[src/rtl/pb_key_encoder.sv]
// pb_key_encoder: synchronised, priority-encoded 16-button key encoder with press strobe and count.
// Define PB_KEY_DEBOUNCE_EN to add press/release hold-time qualification of DEBOUNCE_CYCLES.
module pb_key_encoder #(
    parameter int DEBOUNCE_CYCLES = 5
) (
    input  logic        hz100,
    input  logic        reset,
    input  logic [15:0] pb,
    output logic [3:0]  code,
    output logic        valid,
    output logic        strobe,
    output logic [7:0]  press_count
);

    typedef enum logic [1:0] {
        IDLE    = 2'd0,
        QUAL    = 2'd1,
        PRESSED = 2'd2,
        RELQ    = 2'd3
    } state_t;

    state_t      state;
    logic [15:0] s1;
    logic [15:0] s2;
    logic        any;
    logic [3:0]  enc;

    if (DEBOUNCE_CYCLES < 1 || DEBOUNCE_CYCLES > 255) begin : g_bad_cfg
        $error("pb_key_encoder: DEBOUNCE_CYCLES must be in 1..255");
    end

    always_ff @(posedge hz100) begin
        if (!reset) begin
            s1 <= '0;
            s2 <= '0;
        end else begin
            s1 <= pb;
            s2 <= s1;
        end
    end

    // Ascending scan: the highest set bit is the last one written.
    always_comb begin
        any = |s2;
        enc = '0;
        for (int unsigned i = 0; i < 16; i++) begin
            if (s2[i]) enc = 4'(i);
        end
    end

    assign valid = (state == PRESSED) || (state == RELQ);

`ifdef PB_KEY_DEBOUNCE_EN
    localparam int CW = $clog2(DEBOUNCE_CYCLES + 1);
    localparam logic [CW-1:0] LAST = CW'(DEBOUNCE_CYCLES - 1);

    logic [CW-1:0] cnt;
    logic [3:0]    cand;

    always_ff @(posedge hz100) begin
        if (!reset) begin
            state       <= IDLE;
            code        <= '0;
            strobe      <= 1'b0;
            press_count <= '0;
            cnt         <= '0;
            cand        <= '0;
        end else begin
            strobe <= 1'b0;
            case (state)
                IDLE: begin
                    if (any) begin
                        state <= QUAL;
                        cand  <= enc;
                        cnt   <= '0;
                    end
                end
                QUAL: begin
                    if (!any || enc != cand) begin
                        state <= IDLE;
                    end else if (cnt == LAST) begin
                        state       <= PRESSED;
                        code        <= cand;
                        strobe      <= 1'b1;
                        press_count <= press_count + 8'd1;
                    end else begin
                        cnt <= cnt + 1'b1;
                    end
                end
                PRESSED: begin
                    // Key changes while held are ignored: no rollover.
                    if (!any) begin
                        state <= RELQ;
                        cnt   <= '0;
                    end
                end
                RELQ: begin
                    if (any) begin
                        state <= PRESSED;
                    end else if (cnt == LAST) begin
                        state <= IDLE;
                    end else begin
                        cnt <= cnt + 1'b1;
                    end
                end
                default: state <= IDLE;
            endcase
        end
    end
`else
    always_ff @(posedge hz100) begin
        if (!reset) begin
            state       <= IDLE;
            code        <= '0;
            strobe      <= 1'b0;
            press_count <= '0;
        end else begin
            strobe <= 1'b0;
            case (state)
                IDLE: begin
                    if (any) begin
                        state       <= PRESSED;
                        code        <= enc;
                        strobe      <= 1'b1;
                        press_count <= press_count + 8'd1;
                    end
                end
                PRESSED: begin
                    if (!any) state <= IDLE;
                end
                default: state <= IDLE;
            endcase
        end
    end
`endif

endmodule

[config.mk]
export PLATFORM = sky130hd
export DESIGN_NAME = pb_key_encoder
export DESIGN_NICKNAME = d
export VERILOG_FILES = /design/src/rtl/pb_key_encoder.sv
export SDC_FILE = /design/constraint.sdc
export NUM_CORES = 1
export LEC_CHECK = 0
export CORE_MARGIN = 2
export CORE_UTILIZATION = 47
export CTS_BUF_LIST = sky130_fd_sc_hd__clkbuf_4
export DETAILED_ROUTE_END_ITERATION = 10
export PLACE_DENSITY = 0.84
export SYNTH_ARGS = -nofsm -noshare
export SYNTH_HDL_FRONTEND = slang
export SYNTH_SLANG_ARGS = --single-unit
[constraint.sdc]
create_clock -name hz100 -period 2.06 [get_ports hz100]
set_input_delay 0.412 -clock hz100 [delete_from_list [all_inputs] [get_ports hz100]]
set_output_delay 0.412 -clock hz100 [all_outputs]
set_load 0.03 [all_outputs]
# Word level (Yosys, flattened, before mapping)
# Cells that the tools add are included.
[word_totals]
ff_bits = 47
inputBits = 18
out_inout_bits = 14
word_cells = 36
[op_classes]
n_addsub = 1
eq_ne = 4
mux = 19
n_reduce_logical = 6
[ops]
columns = ["cell", "count"]
rows = [
  ["$mux W4", 14],
  ["$reduce_or A16 Y1", 1],
  ["$add A8 B1 Y8 const B", 1],
  ["$reduce_and A2 Y1", 3],
  ["$eq A2 B2 Y1 const B", 2],
  ["$mux W2", 2],
  ["$ne A2 B2 Y1 const B", 2],
  ["$pmux W2 S2", 1],
  ["$logic_not A2 Y1", 1],
  ["$mux W1", 2],
  ["$logic_or A1 B1 Y1", 1],
]

# Longest topological paths before layout
# Gate-level depths: netlist of the first run.
[logic_depth]
depth_word = 15
mapped_depth = 9
depth_no_buf = 8

# Worst setup path before layout of the first run
# Ideal clock, no wire load.
[synth_timing]
path_kind = "reg-to-reg"
start = "register s2[11]"
end = "register code[0]"
setup_ps = 135
t_arrival_ps = 1885
required_time_ps = 1925
setup_slack_ps = 40
path_stages_with_launch = 10
path_buffers = 1
period_less_slack_ps = 2020
cell_sequence = "dfxtp_1 > or4_4 > nor3_2 > nand4_2 > ha_1 > clkbuf_1 > o21ai_1 > nor3_1 > o21ai_0 > o22ai_1"
[synth_via]
word_cells_on_any_way = 7
classes_between = "mux: 5; reduce/logical: 2"
[synth_rtl]
columns = ["item", "line", "rtl"]
rows = [
  ["start: declaration", "24", "logic [15:0] s2;"],
  ["start signal: assignment", "35", "s2 <= '0;"],
  ["start signal: assignment", "38", "s2 <= s1;"],
  ["$reduce_or A16 Y1", "44", "any = |s2;"],
  ["net any", "25", "logic any;"],
  ["$reduce_and A2 Y1 (no line)", "--", ""],
  ["end signal: assignment", "123", "code <= enc;"],
  ["end: declaration", "9", "output logic [3:0] code,"],
]
# The timed path passes the listed nets, and every way through them passes these cells.
# A chain may end at the register's enable or synchronous reset.

# Worst setup path after layout of the first run
[layout_timing]
start = "register s2[10]"
end = "register code[0]"
# The elaborated chain is that of the path after synthesis.

==> flow_summary.json, run 1 <==
{
  "via_count": 1131,
  "outcome": "finished, final reports clean",
  "syn_to_final_growth_pct": 33.5,
  "multiInputGateArea_um2": 624,
  "dp_hpwl_um": 1950,
  "worstPathArrival_ns": 2.22,
  "instances_no_fill": 235,
  "cp_cell_sequence": "or4_4 -> nor3_4 -> nand4_2 -> ha_4 -> o21ai_2 -> nor3_1 -> o21ai_0 -> o22ai_1",
  "critPathKind": "reg -> reg",
  "pre_cts_ws_ns": -0.112,
  "tritoncts": "yes",
  "hold_buffers": 0,
  "drc": 0,
  "synth-seq-cells": 46,
  "fillers": 280,
  "clk_latency_ns": 0.35,
  "cp-start-kind": "flip-flop",
  "hp-class": "reg -> reg",
  "regArea_um2": 923,
  "min_period_ns": 1.99,
  "gr-usage-all-layers_pct": 16.5,
  "grt_overflow_total": 0,
  "yosysWarnings": 0,
  "io-pin-count": 32,
  "grt_max_degree": 29,
  "path_max_fanout": 7,
  "tightest_slew_ns": 0.454,
  "powerDensity_mw_per_mm2": 1070,
  "p_leak_nw": 0.819,
  "drive_gt1_share_pct": 13.1,
  "numPortBuffers": 31,
  "grt_util_met1_pct": 16.6,
  "rsz0062_at_grt": "true",
  "fin_util_pct": 66.9,
  "grt_pass1_vias": 1102,
  "setup_slack_ns": 0.0740,
  "rows": 20,
  "layout_commonest_cell": "dfxtp_1",
  "irDropWorstVdd_mv": 0.610,
  "finish.net_count": 210,
  "clock-root-buffer": "clkbuf_4",
  "critPathCaptureType": "flip-flop",
  "h-tree-depth": 2,
  "post_dp_cell_area_mm2": 0.00192,
  "slew_viol_final": 0,
  "synthCells": 150,
  "cts_made_buffers": 5,
  "worstPathRequired_ns": 2.29,
  "clkTransAtPathRegs_ns": 0.12,
  "yosysSeqAreaShare_pct": 59.3,
  "grt-busiest-layer": "met2",
  "drt_wl_total_um": 2610,
  "antenna_cells": 0,
  "max_freq_mhz": 504,
  "first_iter_violations": 36,
  "synth_area_leaders": "dfxtp_1 (59%), and2_1 (13%), nor2_1 (3.1%), xor2_1 (2.8%), a21oi_1 (2.3%)",
  "dr.pass1.iters": 4,
  "post-place-cells": 222,
  "grt_antenna_before_repair": 0,
  "grt_pass1_wl_um": 4380,
  "core_mm2": 0.00310,
  "skew_ns": 0.00627,
  "critPathSlowestCell": "or4_4",
  "synth_top_area_share_pct": 59.3,
  "numClockSinks": 46,
  "slew_headroom_pct": 68.9,
  "antenna_left": 0,
  "ys_types": 29,
  "maxCapViolCount": 0,
  "setup_viol": 0,
  "yosys.area.top_type": "dfxtp_1",
  "synthesis.area_mm2": 0.00155,
  "avgSynthCellArea_um2": 10.4,
  "hold_viol_final": 0,
  "finalPower_mw": 2.22,
  "syn_nets": 170,
  "ctsLongestPathBuffers": 2,
  "via_per_inst": 4.81,
  "start_util_pct": 50.1,
  "gp_congestion": 0.813,
  "fp.dieArea_mm2": 0.00378,
  "wire_per_inst_um": 11.1,
  "final_area_mm2": 0.00207,
  "cp_slowest_stage_delay_ns": 0.56,
  "grtUsageMet3_pct": 6.72,
  "die_x_um": 61.5,
  "final_cell_mix": "dfxtp_1 (44), and2_1 (32), clkdlybuf4s50_1 (31), nor2_1 (13), a21oi_1 (7)",
  "grt_use_met2_pct": 28.3,
  "period_share_pct": 96.4,
  "die_y_um": 61.5
}
[metal layers]
layer  vias to the layer above  share of wire (%)  wire length [um]
li1                        578                  -                 -
met1                       504                 40              1030
met2                        41                 51              1330
met3                         8                6.5               169
met4                         0                2.8                73
met5                         -                  0                 0
[worst paths after layout]
path | from | end | slack [ns] | cells past startpoint
min reg2reg | s1[0]$_SDFF_PN0_ | s2[0]$_SDFF_PN0_ | 0.44 | 1
max reg2reg | s2[10]$_SDFF_PN0_ | code[0]$_SDFFE_PN0P_ | 0.07 | 8
max | s2[10]$_SDFF_PN0_ | code[0]$_SDFFE_PN0P_ | 0.07 | 8
min | s1[0]$_SDFF_PN0_ | s2[0]$_SDFF_PN0_ | 0.44 | 1
[synthesized netlist by cell type]
library cell / number
o31ai_1: 1
nor2_1: 13
nor4_4: 1
o211a_1: 1
nor3_2: 1
nor3_1: 2
nand2_1: 3
xnor2_1: 1
nand2b_1: 1
o21ai_1: 3
dfxtp_1: 46
clkinv_1: 1
a2111oi_0: 1
nand4_2: 1
and2_1: 32
inv_1: 5
o211ai_1: 1
and3_1: 2
a21oi_1: 7
ha_1: 2
o21ai_0: 4
or4_4: 1
mux2i_1: 1
o22ai_1: 1
xor2_1: 5
nor4_1: 1
or3_1: 4
clkbuf_1: 5
nand4_1: 3
[cells by family after synthesis]
family / synth area share (%)
simple gates: 25.4
flops: 59.3
compound gates: 7.09
buf+inv: 2.66
xor+xnor: 3.38
fa+ha+maj: 1.61
mux: 0.644
[through the flow]
stage          TNS, ns  hold slack [ns]
6_report             0            0.445
5_1_grt         -0.218            0.458
4_1_cts              0            0.447
3_5_place_dp    -0.171            0.418
3_3_place_gp         0            0.415
2_1_floorplan        0            0.412
[sequential cells by signal, indices dropped and copies added (netlist names)]
signal / count
strobe: 1
s2: 16
code: 4
s1: 16
state: 1
press_count: 8
[area by class of cell]
cell class	instances	share of cell area [%]
Clock inverter	2	1.81
Tap cell	44	2.65
Clock buffer	6	2.17
Inverter	6	1.09
Multi-Input combinational cell	93	30.1
Timing Repair Buffer	38	17.7
Sequential cell	46	44.5
[power breakdown]
| group | internal, mW | total, mW | switching [mW] | leakage [nW] |
|---|---|---|---|---|
| Sequential | 0.982 | 1.05 | 0.0656 | 0.381 |
| Combinational | 0.320 | 0.638 | 0.318 | 0.397 |
| Clock | 0.269 | 0.536 | 0.267 | 0.0419 |
| Total | 1.57 | 2.22 | 0.651 | 0.819 |
[timing repair]
action / in CTS / in global routing
pin swaps: 0 / 9
buffers inserted: 0 / 5
setup endpoints to repair: 5 / 7
resized for setup: 3 / 9
[worst max-delay path, delay by kind of cell (launching register included)]
family	cells	cell delay, ns
adders and majority gates	1	0.23
DFF	1	0.35
and+or+nand+nor	4	0.96
AOI/OAI and AO/OA	3	0.32
Power figures use the tool's default switching activity.
==> run 2, diff against run 1 <==
PLACE_DENSITY = default   (was 0.84)
PLACE_DENSITY_LB_ADDON = 0.08   (was default)
SLEW_MARGIN = 10   (was default)
==> flow_summary.json, run 2 (synthesized netlist as in run 1, its figures left out) <==
{
  "period_share_pct": 96.6,
  "slew_headroom_pct": 72.7,
  "worstPathRequired_ns": 2.36,
  "io-pin-count": 32,
  "grt_pass1_wl_um": 4220,
  "cp-start-kind": "flip-flop",
  "die_y_um": 61.5,
  "drc": 0,
  "pwr-share-seq_pct": 50.5,
  "final_cell_mix": "dfxtp_1 (46), and2_1 (32), clkdlybuf4s50_1 (31), nor2_1 (13), a21oi_1 (7)",
  "first_iter_violations": 34,
  "grt_antenna_before_repair": 0,
  "drt_wl_total_um": 2620,
  "switching_power_mw": 0.640,
  "wire_per_inst_um": 11.2,
  "rows": 20,
  "grt_pass1_vias": 973,
  "irDropWorstVdd_mv": 0.529,
  "slew_viol_final": 0,
  "die_x_um": 61.5,
  "p_leak_nw": 0.802,
  "path_max_fanout": 10,
  "skew_ns": 0.00344,
  "layout_commonest_cell": "dfxtp_1",
  "rsz0062_at_grt": "true",
  "start_util_pct": 50.1,
  "hold_viol_final": 0,
  "dr.pass1.iters": 4,
  "critPathCaptureType": "flip-flop",
  "clkPwrFrac_pct": 19.8,
  "post_dp_cell_area_mm2": 0.00192,
  "numClockSinks": 46,
  "fp.dieArea_mm2": 0.00378,
  "via_count": 1096,
  "top_regs": "s1 (16), s2 (16), press_count (8)",
  "drive_gt1_share_pct": 10.0,
  "grt_max_degree": 18,
  "tritoncts": "yes",
  "hold_slack_ns": 0.445,
  "cts_made_buffers": 5,
  "swShare_pct": 30.8,
  "max_freq_mhz": 502,
  "antenna_left": 0,
  "gp_congestion": 0.922,
  "critPathKind": "reg -> reg",
  "core_mm2": 0.00310,
  "clock-root-buffer": "clkbuf_4",
  "min_period_ns": 1.99,
  "clk_latency_ns": 0.36,
  "hold_buffers": 0,
  "setup_viol": 0,
  "intPower_mw": 1.44,
  "ctsLongestPathBuffers": 2,
  "gr-usage-all-layers_pct": 16.0,
  "antenna_cells": 0,
  "numPortBuffers": 31,
  "outcome": "finished, final reports clean",
  "dp_hpwl_um": 1820,
  "via_per_inst": 4.68,
  "tightest_slew_ns": 0.400,
  "maxCapViolCount": 0,
  "finish.net_count": 209,
  "syn_to_final_growth_pct": 30.1,
  "powerDensity_mw_per_mm2": 1030,
  "h-tree-depth": 2,
  "instances_no_fill": 234,
  "grt_overflow_total": 0,
  "worstPathArrival_ns": 2.29,
  "final_area_mm2": 0.00202,
  "comb_power_share_pct": 29.7,
  "fillers": 274,
  "clkTransAtPathRegs_ns": 0.12,
  "post-place-cells": 223,
  "hp-class": "reg -> reg"
}
[run 2: cell types whose count changed in the layout (fill, tap and decap cells not counted), sizes merged]
cell and change:
clkinv +2, bufinv -1, buf -1, clkinvlp -1
[run 2: path summary, 6_finish.rpt]
path / start / endpoint / slack [ns] / cells after the start
worst max-delay path: s2[11]$_SDFF_PN0_ / code[1]$_SDFFE_PN0P_ / 0.07 / 8
worst min-delay path: s1[13]$_SDFF_PN0_ / s2[13]$_SDFF_PN0_ / 0.45 / 1
worst max register to register: s2[11]$_SDFF_PN0_ / code[1]$_SDFFE_PN0P_ / 0.07 / 8
worst min register to register: s1[13]$_SDFF_PN0_ / s2[13]$_SDFF_PN0_ / 0.45 / 1
[run 2: power by group through the flow]
stage	logic [mW]	clock network [mW]	registers (mW)
after floorplan	0.217	0	1.18
after global placement	0.536	0	1.06
after detailed placement	0.541	0	1.07
after CTS	0.550	0.421	1.05
after global routing	0.668	0.452	1.06
final	0.616	0.411	1.05
[run 2: cell type report]
cell class	instances	area, um^2	area share [%]
clock buffers	6	45.0	2.23
clock inverters	2	8.76	0.433
inverters	6	22.5	1.11
multi-input cells	93	614	30.4
flip-flops and latches	46	921	45.5
well taps	44	55.1	2.72
repair buffers	37	355	17.6
[run 2: layer usage]
metal / track usage (%) / share of wire, % / vias up
met1: 17.8 / 46 / 490
met5: 0 / 0 / -
met2: 25.1 / 46 / 28
met4: 9.73 / 2.4 / 0
li1: - / - / 572
met3: 7.14 / 6.2 / 6
[run 2: worst max-delay path, stage by stage (launching register included)]
cell	delay, ns
dfxtp_1	0.35
or4_4	0.56
nor3_4	0.16
nand4_2	0.15
ha_4	0.24
nand2b_1	0.14
or3_1	0.13
o211ai_1	0.07
a21oi_1	0.13
[run 2: what timing repair did]
item	4_1_cts	5_1_grt
gates resized for setup	1	3
setup buffers	0	3
endpoints found under the setup margin	3	6
pin swaps	0	1
[run 2: metrics by stage]
step           power [mW]  util, %  setup slack (ns)  setup TNS (ns)
2_1_floorplan        1.40        -            0.0397               0
3_3_place_gp         1.60     62.0            0.0627               0
3_5_place_dp         1.61     62.0          -0.00457        -0.00457
4_1_cts              2.02     63.8            0.0472               0
5_1_grt              2.18     65.2           -0.0785          -0.292
6_report             2.08     65.2            0.0695               0
==> run 3, diff against run 2 <==
ABC_CLOCK_PERIOD_IN_PS = 2060   (was default)
CORE_MARGIN = default   (was 2)
CTS_CLUSTER_SIZE = 20   (was default)
==> flow_summary.json, run 3 (synthesized netlist as in run 1, its figures left out) <==
{
  "worstPathArrival_ns": 2.21,
  "intPower_mw": 1.40,
  "dr.pass1.iters": 4,
  "via_per_inst": 4.91,
  "path_max_fanout": 7,
  "tightest_slew_ns": 0.439,
  "gp_congestion": 0.952,
  "syn_to_final_growth_pct": 29.2,
  "skew_ns": 0.0129,
  "p_leak_nw": 0.790,
  "swShare_pct": 31.3,
  "hp-class": "reg -> reg",
  "hold_buffers": 0,
  "clock-root-buffer": "clkbuf_4",
  "start_util_pct": 50.1,
  "max_freq_mhz": 513,
  "rsz0062_at_grt": "false",
  "antenna_left": 0,
  "grt_pass1_vias": 1110,
  "outcome": "finished, final reports clean",
  "worstHoldStart": "s1[10]$_SDFF_PN0_",
  "io-pin-count": 32,
  "top_regs": "s1 (16), s2 (16), press_count (8)",
  "tns_ns": 0,
  "die_y_um": 59.5,
  "drc": 0,
  "r2r_end": "press_count[2]$_SDFFE_PN0P_",
  "critPathCaptureType": "flip-flop",
  "grt_antenna_before_repair": 0,
  "drt_wl_total_um": 2580,
  "h-tree-depth": 2,
  "grt_overflow_total": 0,
  "grt_max_degree": 19,
  "hold-path-endpoint": "s2[10]$_SDFF_PN0_",
  "min_period_ns": 1.95,
  "fillers": 289,
  "finish.net_count": 207,
  "reg2regPathDepth": 8,
  "die_x_um": 59.5,
  "finalPower_mw": 2.03,
  "clkTransAtPathRegs_ns": 0.13,
  "grt_pass1_wl_um": 4480,
  "maxCapViolCount": 0,
  "critPathKind": "reg -> reg",
  "irDropWorstVdd_mv": 0.572,
  "first_iter_violations": 46,
  "cp-start-kind": "flip-flop",
  "antenna_cells": 0,
  "slew_viol_final": 0,
  "final_cell_mix": "dfxtp_1 (45), and2_1 (32), clkdlybuf4s50_1 (31), nor2_1 (13), a21oi_1 (7)",
  "fp.dieArea_mm2": 0.00354,
  "clkPwrFrac_pct": 18.7,
  "worstPathRequired_ns": 2.32,
  "dp_hpwl_um": 1820,
  "slew_headroom_pct": 70.0,
  "pwr-share-seq_pct": 51.7,
  "numPortBuffers": 31,
  "switching_power_mw": 0.635,
  "rows": 20,
  "powerDensity_mw_per_mm2": 1010,
  "core_mm2": 0.00310,
  "hold_path_depth": 1,
  "tritoncts": "yes",
  "hold_viol_final": 0,
  "clk_latency_ns": 0.35,
  "wire_per_inst_um": 11.1,
  "setup_slack_ns": 0.110,
  "period_share_pct": 94.7,
  "drive_gt1_share_pct": 9.04,
  "regToRegSetupSlack_ns": 0.11,
  "ctsLongestPathBuffers": 2,
  "cts_made_buffers": 5,
  "setup_viol": 0,
  "numClockSinks": 46,
  "layout_commonest_cell": "dfxtp_1",
  "gr-usage-all-layers_pct": 17.5,
  "pre_cts_ws_ns": -0.0369,
  "comb_power_share_pct": 29.6,
  "via_count": 1140,
  "reg2reg_from": "s2[11]$_SDFF_PN0_"
}
-- run 3: worst max-delay path by stage --
stage / startpoint / endpoint / slack, ns / cells past startpoint
6_report: s2[11]$_SDFF_PN0_ / press_count[2]$_SDFFE_PN0P_ / 0.11 / 8
5_1_grt: s2[11]$_SDFF_PN0_ / press_count[2]$_SDFFE_PN0P_ / 0.002 / 8
4_1_cts: s2[11]$_SDFF_PN0_ / code[0]$_SDFFE_PN0P_ / 0.05 / 8
3_5_place_dp: s2[11]$_SDFF_PN0_ / code[0]$_SDFFE_PN0P_ / -0.04 / 8
3_3_place_gp: s2[11]$_SDFF_PN0_ / code[0]$_SDFFE_PN0P_ / 0.06 / 8
2_1_floorplan: s2[11]$_SDFF_PN0_ / code[0]$_SDFFE_PN0P_ / 0.04 / 9
-- run 3: timing repair --
item,CTS,global route
gates resized for setup,1,5
setup endpoints to repair,3,6
buffers inserted,0,1
pin swaps,0,1
-- run 3: layout make-up --
cell class                 instances  area [um^2]  share of cell area (%)
inverter                           6         22.5                    1.12
tap                               44         55.1                    2.74
clock buffer                       5         37.5                    1.87
multi-input combinational         93          622                    31.0
timing repair buffer              35          338                    16.8
clock inverter                     3         11.3                   0.561
sequential                        46          922                    45.9
-- run 3: metal layers --
layer / track usage (%) / wire, um / vias to the layer above
met1: 18.6 / 1110 / 531
met5: 0 / 0 / -
li1: - / - / 571
met2: 29.2 / 1290 / 31
met4: 13.6 / 61 / 0
met3: 4.59 / 120 / 7
-- run 3: worst max-delay path: stages (launching register included) --
cell and delay (ns):
dfxtp_2 0.35, or4_4 0.55, nor3_4 0.15, nand4_2 0.14, ha_4 0.24, clkbuf_2 0.15
nand2_1 0.08, xor2_1 0.15, nor2_1 0.05
-- run 3: power groups by stage --
stage               clock network, mW  logic, mW  registers [mW]
detailed placement                  0      0.549            1.07
finish                          0.380      0.601            1.05
floorplan                           0      0.217            1.18
global placement                    0      0.536            1.06
CTS                             0.395      0.559            1.05
global route                    0.433      0.652            1.06
-- run 3: metrics by stage --
step | util, % | hold slack [ns] | cells | instance area [um^2]
floorplan | - | 0.412 | 150 | 1550
detailed placement | 62.0 | 0.418 | 223 | 1920
global placement | 62.0 | 0.416 | 223 | 1920
global route | 64.7 | 0.460 | 232 | 2010
CTS | 63.6 | 0.442 | 231 | 1970
finish | 64.7 | 0.434 | 232 | 2010
